$ cat src/rtl/if_prefetch.sv
// Fetch front end: one outstanding imem request feeding a DEPTH-entry first-word-fall-through queue to decode.
// An entry becomes visible the cycle after imem_ack. Requests need queue credit, and decode stall holds the head.
module if_prefetch #(
  parameter int unsigned       ADDR_W   = 32,
  parameter int unsigned       DATA_W   = 32,
  parameter int unsigned       DEPTH    = 4,
  parameter logic [ADDR_W-1:0] RESET_PC = '0,
  parameter int unsigned       STALL_W  = 6
) (
  input  logic               clk,
  input  logic               rst,
  input  logic [STALL_W-1:0] stall,
  input  logic               redirect_valid,
  input  logic [ADDR_W-1:0]  redirect_pc,
  output logic               imem_req,
  output logic [ADDR_W-1:0]  imem_addr,
  input  logic               imem_ack,
  input  logic [DATA_W-1:0]  imem_rdata,
  output logic               id_valid,
  output logic [ADDR_W-1:0]  id_pc,
  output logic [DATA_W-1:0]  id_instr
);

  localparam int unsigned PTR_W = $clog2(DEPTH);
  localparam int unsigned CNT_W = $clog2(DEPTH + 1);

  typedef enum logic [1:0] {ST_IDLE, ST_WAIT, ST_DROP} state_t;

  state_t            state;
  logic [ADDR_W-1:0] fetch_pc;
  logic [ADDR_W-1:0] req_pc;
  logic [CNT_W-1:0]  count;
  logic [PTR_W-1:0]  rd_ptr;
  logic [PTR_W-1:0]  wr_ptr;
  logic [ADDR_W-1:0] q_pc    [DEPTH];
  logic [DATA_W-1:0] q_instr [DEPTH];
  logic              credit;
  logic              push;
  logic              pop;
  logic              unused_bits;

  // The in-flight request reserves a slot, so its response can always be pushed.
  assign credit = ({1'b0, count} + {{CNT_W{1'b0}}, (state != ST_IDLE)}) < (CNT_W + 1)'(DEPTH);

  assign imem_req  = (state == ST_IDLE) & credit & ~stall[0] & ~redirect_valid & ~rst;
  assign imem_addr = fetch_pc;

  assign id_valid  = (count != '0);
  assign id_pc     = q_pc[rd_ptr];
  assign id_instr  = q_instr[rd_ptr];

  assign push = (state == ST_WAIT) & imem_ack & ~redirect_valid;
  assign pop  = id_valid & ~stall[1] & ~redirect_valid;

  assign unused_bits = ^{stall, redirect_pc[1:0]};

  always_ff @(posedge clk) begin
    if (rst) begin
      state    <= ST_IDLE;
      fetch_pc <= RESET_PC;
      req_pc   <= '0;
      count    <= '0;
      rd_ptr   <= '0;
      wr_ptr   <= '0;
      for (int i = 0; i < int'(DEPTH); i++) begin
        q_pc[i]    <= '0;
        q_instr[i] <= '0;
      end
    end else if (redirect_valid) begin
      fetch_pc <= {redirect_pc[ADDR_W-1:2], 2'b00};
      count    <= '0;
      rd_ptr   <= '0;
      wr_ptr   <= '0;
      // An outstanding response must still be swallowed unless it lands this cycle.
      if (state != ST_IDLE) state <= imem_ack ? ST_IDLE : ST_DROP;
    end else begin
      case (state)
        ST_IDLE: begin
          if (imem_req) begin
            req_pc   <= fetch_pc;
            fetch_pc <= fetch_pc + ADDR_W'(4);
            state    <= ST_WAIT;
          end
        end
        ST_WAIT, ST_DROP: begin
          if (imem_ack) state <= ST_IDLE;
        end
        default: state <= ST_IDLE;
      endcase

      if (push) begin
        q_pc[wr_ptr]    <= req_pc;
        q_instr[wr_ptr] <= imem_rdata;
        wr_ptr          <= wr_ptr + PTR_W'(1);
      end
      if (pop) rd_ptr <= rd_ptr + PTR_W'(1);

      if (push && !pop)      count <= count + CNT_W'(1);
      else if (pop && !push) count <= count - CNT_W'(1);
    end
  end

endmodule
$ cat config.mk
export PLATFORM = sky130hd
export DESIGN_NAME = if_prefetch
export DESIGN_NICKNAME = d
export VERILOG_FILES = /design/src/rtl/if_prefetch.sv
export SDC_FILE = /design/constraint.sdc
export NUM_CORES = 1
export LEC_CHECK = 0
export CORE_ASPECT_RATIO = 0.5
export CORE_MARGIN = 2
export CORE_UTILIZATION = 55
export DETAILED_ROUTE_END_ITERATION = 7
export GPL_ROUTABILITY_DRIVEN = 0
export PLACE_DENSITY = 0.88
export SLEW_MARGIN = 40
export SYNTH_ARGS = -nofsm -noshare
export SYNTH_HDL_FRONTEND = slang
export SYNTH_SLANG_ARGS = --single-unit
$ cat constraint.sdc
create_clock -name clk -period 4.43 [get_ports clk]
set_input_delay 0.886 -clock clk [delete_from_list [all_inputs] [get_ports clk]]
set_output_delay 0.886 -clock clk [all_outputs]
set_load 0.03 [all_outputs]
==> flow_metrics.py <==
metrics = {
    "sta": {
        "grt_setup_unrepaired": "no",
        "max_slew.worst_pin.slew_ns": 0.8396,
        "max_freq_ghz": 0.2684,
        "setup_viol": 0,
        "postLayoutSetupSlackWorst_ns": 0.7047,
        "hold_viol": 0,
        "fin_worst_hold_slack_ns": 0.4791,
        "post-route-period-util_pct": 84.09,
        "setup_total_negative_slack_ns": 0,
        "relSlewSlack_pct": 44.03,
        "worst_clock_skew_ns": 0.01036,
        "final_report_max_slew_violation_count": 0,
        "final.min_clock_period_ns": 3.725,
    },
    "power_and_ir_drop": {
        "p_leak_nw": 5.863,
        "power-per-cell-area_mw_per_mm2": 382.4,
        "worst_voltage_drop_across_the_vdd_grid_mv": 0.2526,
    },
    "synthesis": {
        "dominant_synthesized_flop_cell": "sky130_fd_sc_hd__edfxtp_1",
        "synth_edf_count": 248,
        "syn-instance-count": 1071,
        "yosys_warnings": 0,
        "yosysSeqAreaShare_pct": 64.61,
        "avg_synthesized_cell_area_um2": 12.82,
        "synthArstFlopShare_pct": 0,
        "synth.ff_latch_count": 319,
        "mappedNetlistArea_mm2": 0.01373,
        "synthDistinctLibCells": 51,
    },
    "grt": {
        "grtUsageMet1_pct": 33.96,
        "groute.layer.met3.usage_pct": 4.995,
        "first_global_vias": 9632,
        "global_route_wire_length_before_repair_mm": 52.74,
        "gr-usage-met2_pct": 45.30,
        "grt_remaining_overflow": 0,
        "gr-usage-all-layers_pct": 26.50,
        "grt_start_max_net_pins": 75,
        "antenna_found_initial": 0,
        "grt_busiest_layer": "met2",
    },
    "clocking": {
        "worstSkewPairLatency_ns": 0.54,
        "cts_tree": "done",
        "post_cts_hold_buffer_count": 0,
        "post_cts_setup_inserts": 0,
        "clk_pin_slew_ns": 0.07,
        "cts_repair_resize_count": 0,
        "ctsLongestPathBuffers": 3,
        "cts_sinks": 319,
        "ctsRootBufferMaster": "sky130_fd_sc_hd__clkbuf_16",
        "cts_inserted_buffers": 28,
        "h-tree-depth": 1,
    },
    "drt": {
        "post_drt_wl_per_cell_um": 22.08,
        "vias": 9496,
        "drc": 0,
        "drt.antenna.violating_nets": 0,
        "drt-initial-drc-count": 1171,
        "routed_wl_mm": 34.68,
        "post_drt_via_cell_ratio": 6.045,
        "firstDrtPassIters": 5,
    },
    "cells_and_area": {
        "nets": 1292,
        "mostFrequentLayoutCells": "sky130_fd_sc_hd__edfxtp_1 (248), sky130_fd_sc_hd__nor2_1 (184), sky130_fd_sc_hd__clkdlybuf4s50_1 (160), sky130_fd_sc_hd__nand2_1 (95), sky130_fd_sc_hd__dfxtp_1 (69)",
        "multi_input_combinational_cell_area_mm2": 0.004433,
        "layout-drive-gt1-share_pct": 11.74,
        "syn2layout_area_growth_pct": 21.52,
        "layout.cells.most_common": "sky130_fd_sc_hd__edfxtp_1",
        "antenna_cells": 0,
        "area.sequential_mm2": 0.008874,
        "filler_cell_count": 1533,
    },
    "critical_path": {
        "cp-end-kind": "output port",
        "cp.required_ns": 3.54,
        "r2r.worst_path.cells": 6,
        "critical_path_maximum_fanout": 27,
        "critical_path_class": "reg -> out",
        "start_kind": "flop",
        "worst-endpoint-arrival_ns": 2.84,
    },
    "outcome": {
        "status": "finished clean",
    },
    "worst_hold_path": {
        "min_path_cells": 2,
        "min-delay-path-class": "reg -> reg",
    },
    "flow_run": {
        "max_cap_violations": 0,
    },
    "floorplan": {
        "area_of_the_die_mm2": 0.02631,
        "floorplan.io_pins": 172,
        "effective_utilization_at_floorplan_pct": 56.55,
        "die_w_um": 227.4,
        "die_y_um": 115.7,
        "row_count": 40,
        "design.core.area_mm2": 0.02427,
    },
    "place": {
        "worst_setup_timing_slack_at_the_placement_stage_ns": 0.8182,
        "detailedPlacementHpwl_mm": 20.60,
        "numPortBuffers": 161,
    },
}
## logic make-up after synthesis
family	count (synthesis)	synth area share [%]
and+or+nand+nor	452	15.74
DFF	319	64.61
buffers and inverters	120	3.482
AOI/OAI and AO/OA	102	4.795
muxes	64	10.33
xor gates and xnor gates	8	0.5105
adders and majority gates	5	0.5105
other	1	0.02732
## power by group
group | leakage, nW | total, mW | internal, mW | switching (mW)
clock network | 0.447 | 2.45 | 1.35 | 1.09
logic | 2.27 | 0.536 | 0.222 | 0.314
registers | 3.14 | 3.40 | 3.33 | 0.0671
## cell type report
cell class	count	share of cell area [%]
clock inverters	17	0.8701
flip-flops and latches	319	53.20
inverters	46	1.035
clock buffers	35	4.613
repair buffers	183	11.19
multi-input cells	635	26.58
well taps	336	2.520
## through the flow
| stage | std cells | total power [mW] | utilization [%] | cell area [µm²] |
|---|---|---|---|---|
| 2_1_floorplan | 1074 | 3.726 | - | 13740 |
| 3_3_place_gp | 1517 | 3.963 | 64.73 | 15710 |
| 3_5_place_dp | 1519 | 3.988 | 64.93 | 15760 |
| 4_1_cts | 1571 | 6.377 | 68.70 | 16670 |
| 5_1_grt | 1571 | 6.531 | 68.72 | 16680 |
| 6_report | 1571 | 6.378 | 68.72 | 16680 |
## cell usage after synthesis, types with 6 or more instances
library cell	count	area, µm²
sky130_fd_sc_hd__edfxtp_1	248	7447
sky130_fd_sc_hd__nor2_1	185	694.4
sky130_fd_sc_hd__nand2_1	95	356.6
sky130_fd_sc_hd__dfxtp_1	71	1421
sky130_fd_sc_hd__and2_1	64	400.4
sky130_fd_sc_hd__mux4_2	62	1396
sky130_fd_sc_hd__clkbuf_1	57	214.0
sky130_fd_sc_hd__inv_1	44	165.2
sky130_fd_sc_hd__o21ai_0	38	190.2
sky130_fd_sc_hd__nand2b_1	34	212.7
sky130_fd_sc_hd__or4_1	16	120.1
sky130_fd_sc_hd__nand3_1	14	70.07
sky130_fd_sc_hd__a31oi_1	13	81.33
sky130_fd_sc_hd__nand4_1	13	81.33
sky130_fd_sc_hd__a21oi_1	11	55.05
sky130_fd_sc_hd__buf_2	10	50.05
sky130_fd_sc_hd__or3_1	10	62.56
sky130_fd_sc_hd__and4_1	7	61.31
sky130_fd_sc_hd__xor2_1	7	61.31
sky130_fd_sc_hd__a311oi_1	6	52.55
## metal layers
metal / vias to the layer above / wire length [µm]
li1: 4154 / -
met1: 4698 / 13160
met2: 554 / 17140
met3: 90 / 3048
met4: 0 / 1334
met5: - / 0
## flip-flops by register name, summed over array words and instances, names as in the netlist, named ones only
signal	count
wr_ptr	2
state	2
count	3
rd_ptr	2
req_pc	30
q_instr	128
imem_addr	30
q_pc	120
## worst paths after layout
| kind | endpoint | startpoint | slack [ns] |
|---|---|---|---|
| hold reg to reg | req_pc[30] | req_pc[30] | 0.48 |
| setup reg to reg | imem_addr[13] | state[1] | 1.93 |
| hold / removal | req_pc[30] | req_pc[30] | 0.48 |
| setup / recovery | id_pc[4] | flop | 0.70 |
## worst max-delay path, stage by stage, from the launching register on
cell,delay [ns]
sky130_fd_sc_hd__dfxtp_4,0.73
sky130_fd_sc_hd__buf_4,0.36
sky130_fd_sc_hd__mux4_2,0.55
sky130_fd_sc_hd__clkdlybuf4s50_1,0.64
Power figures use the tool's default switching activity.
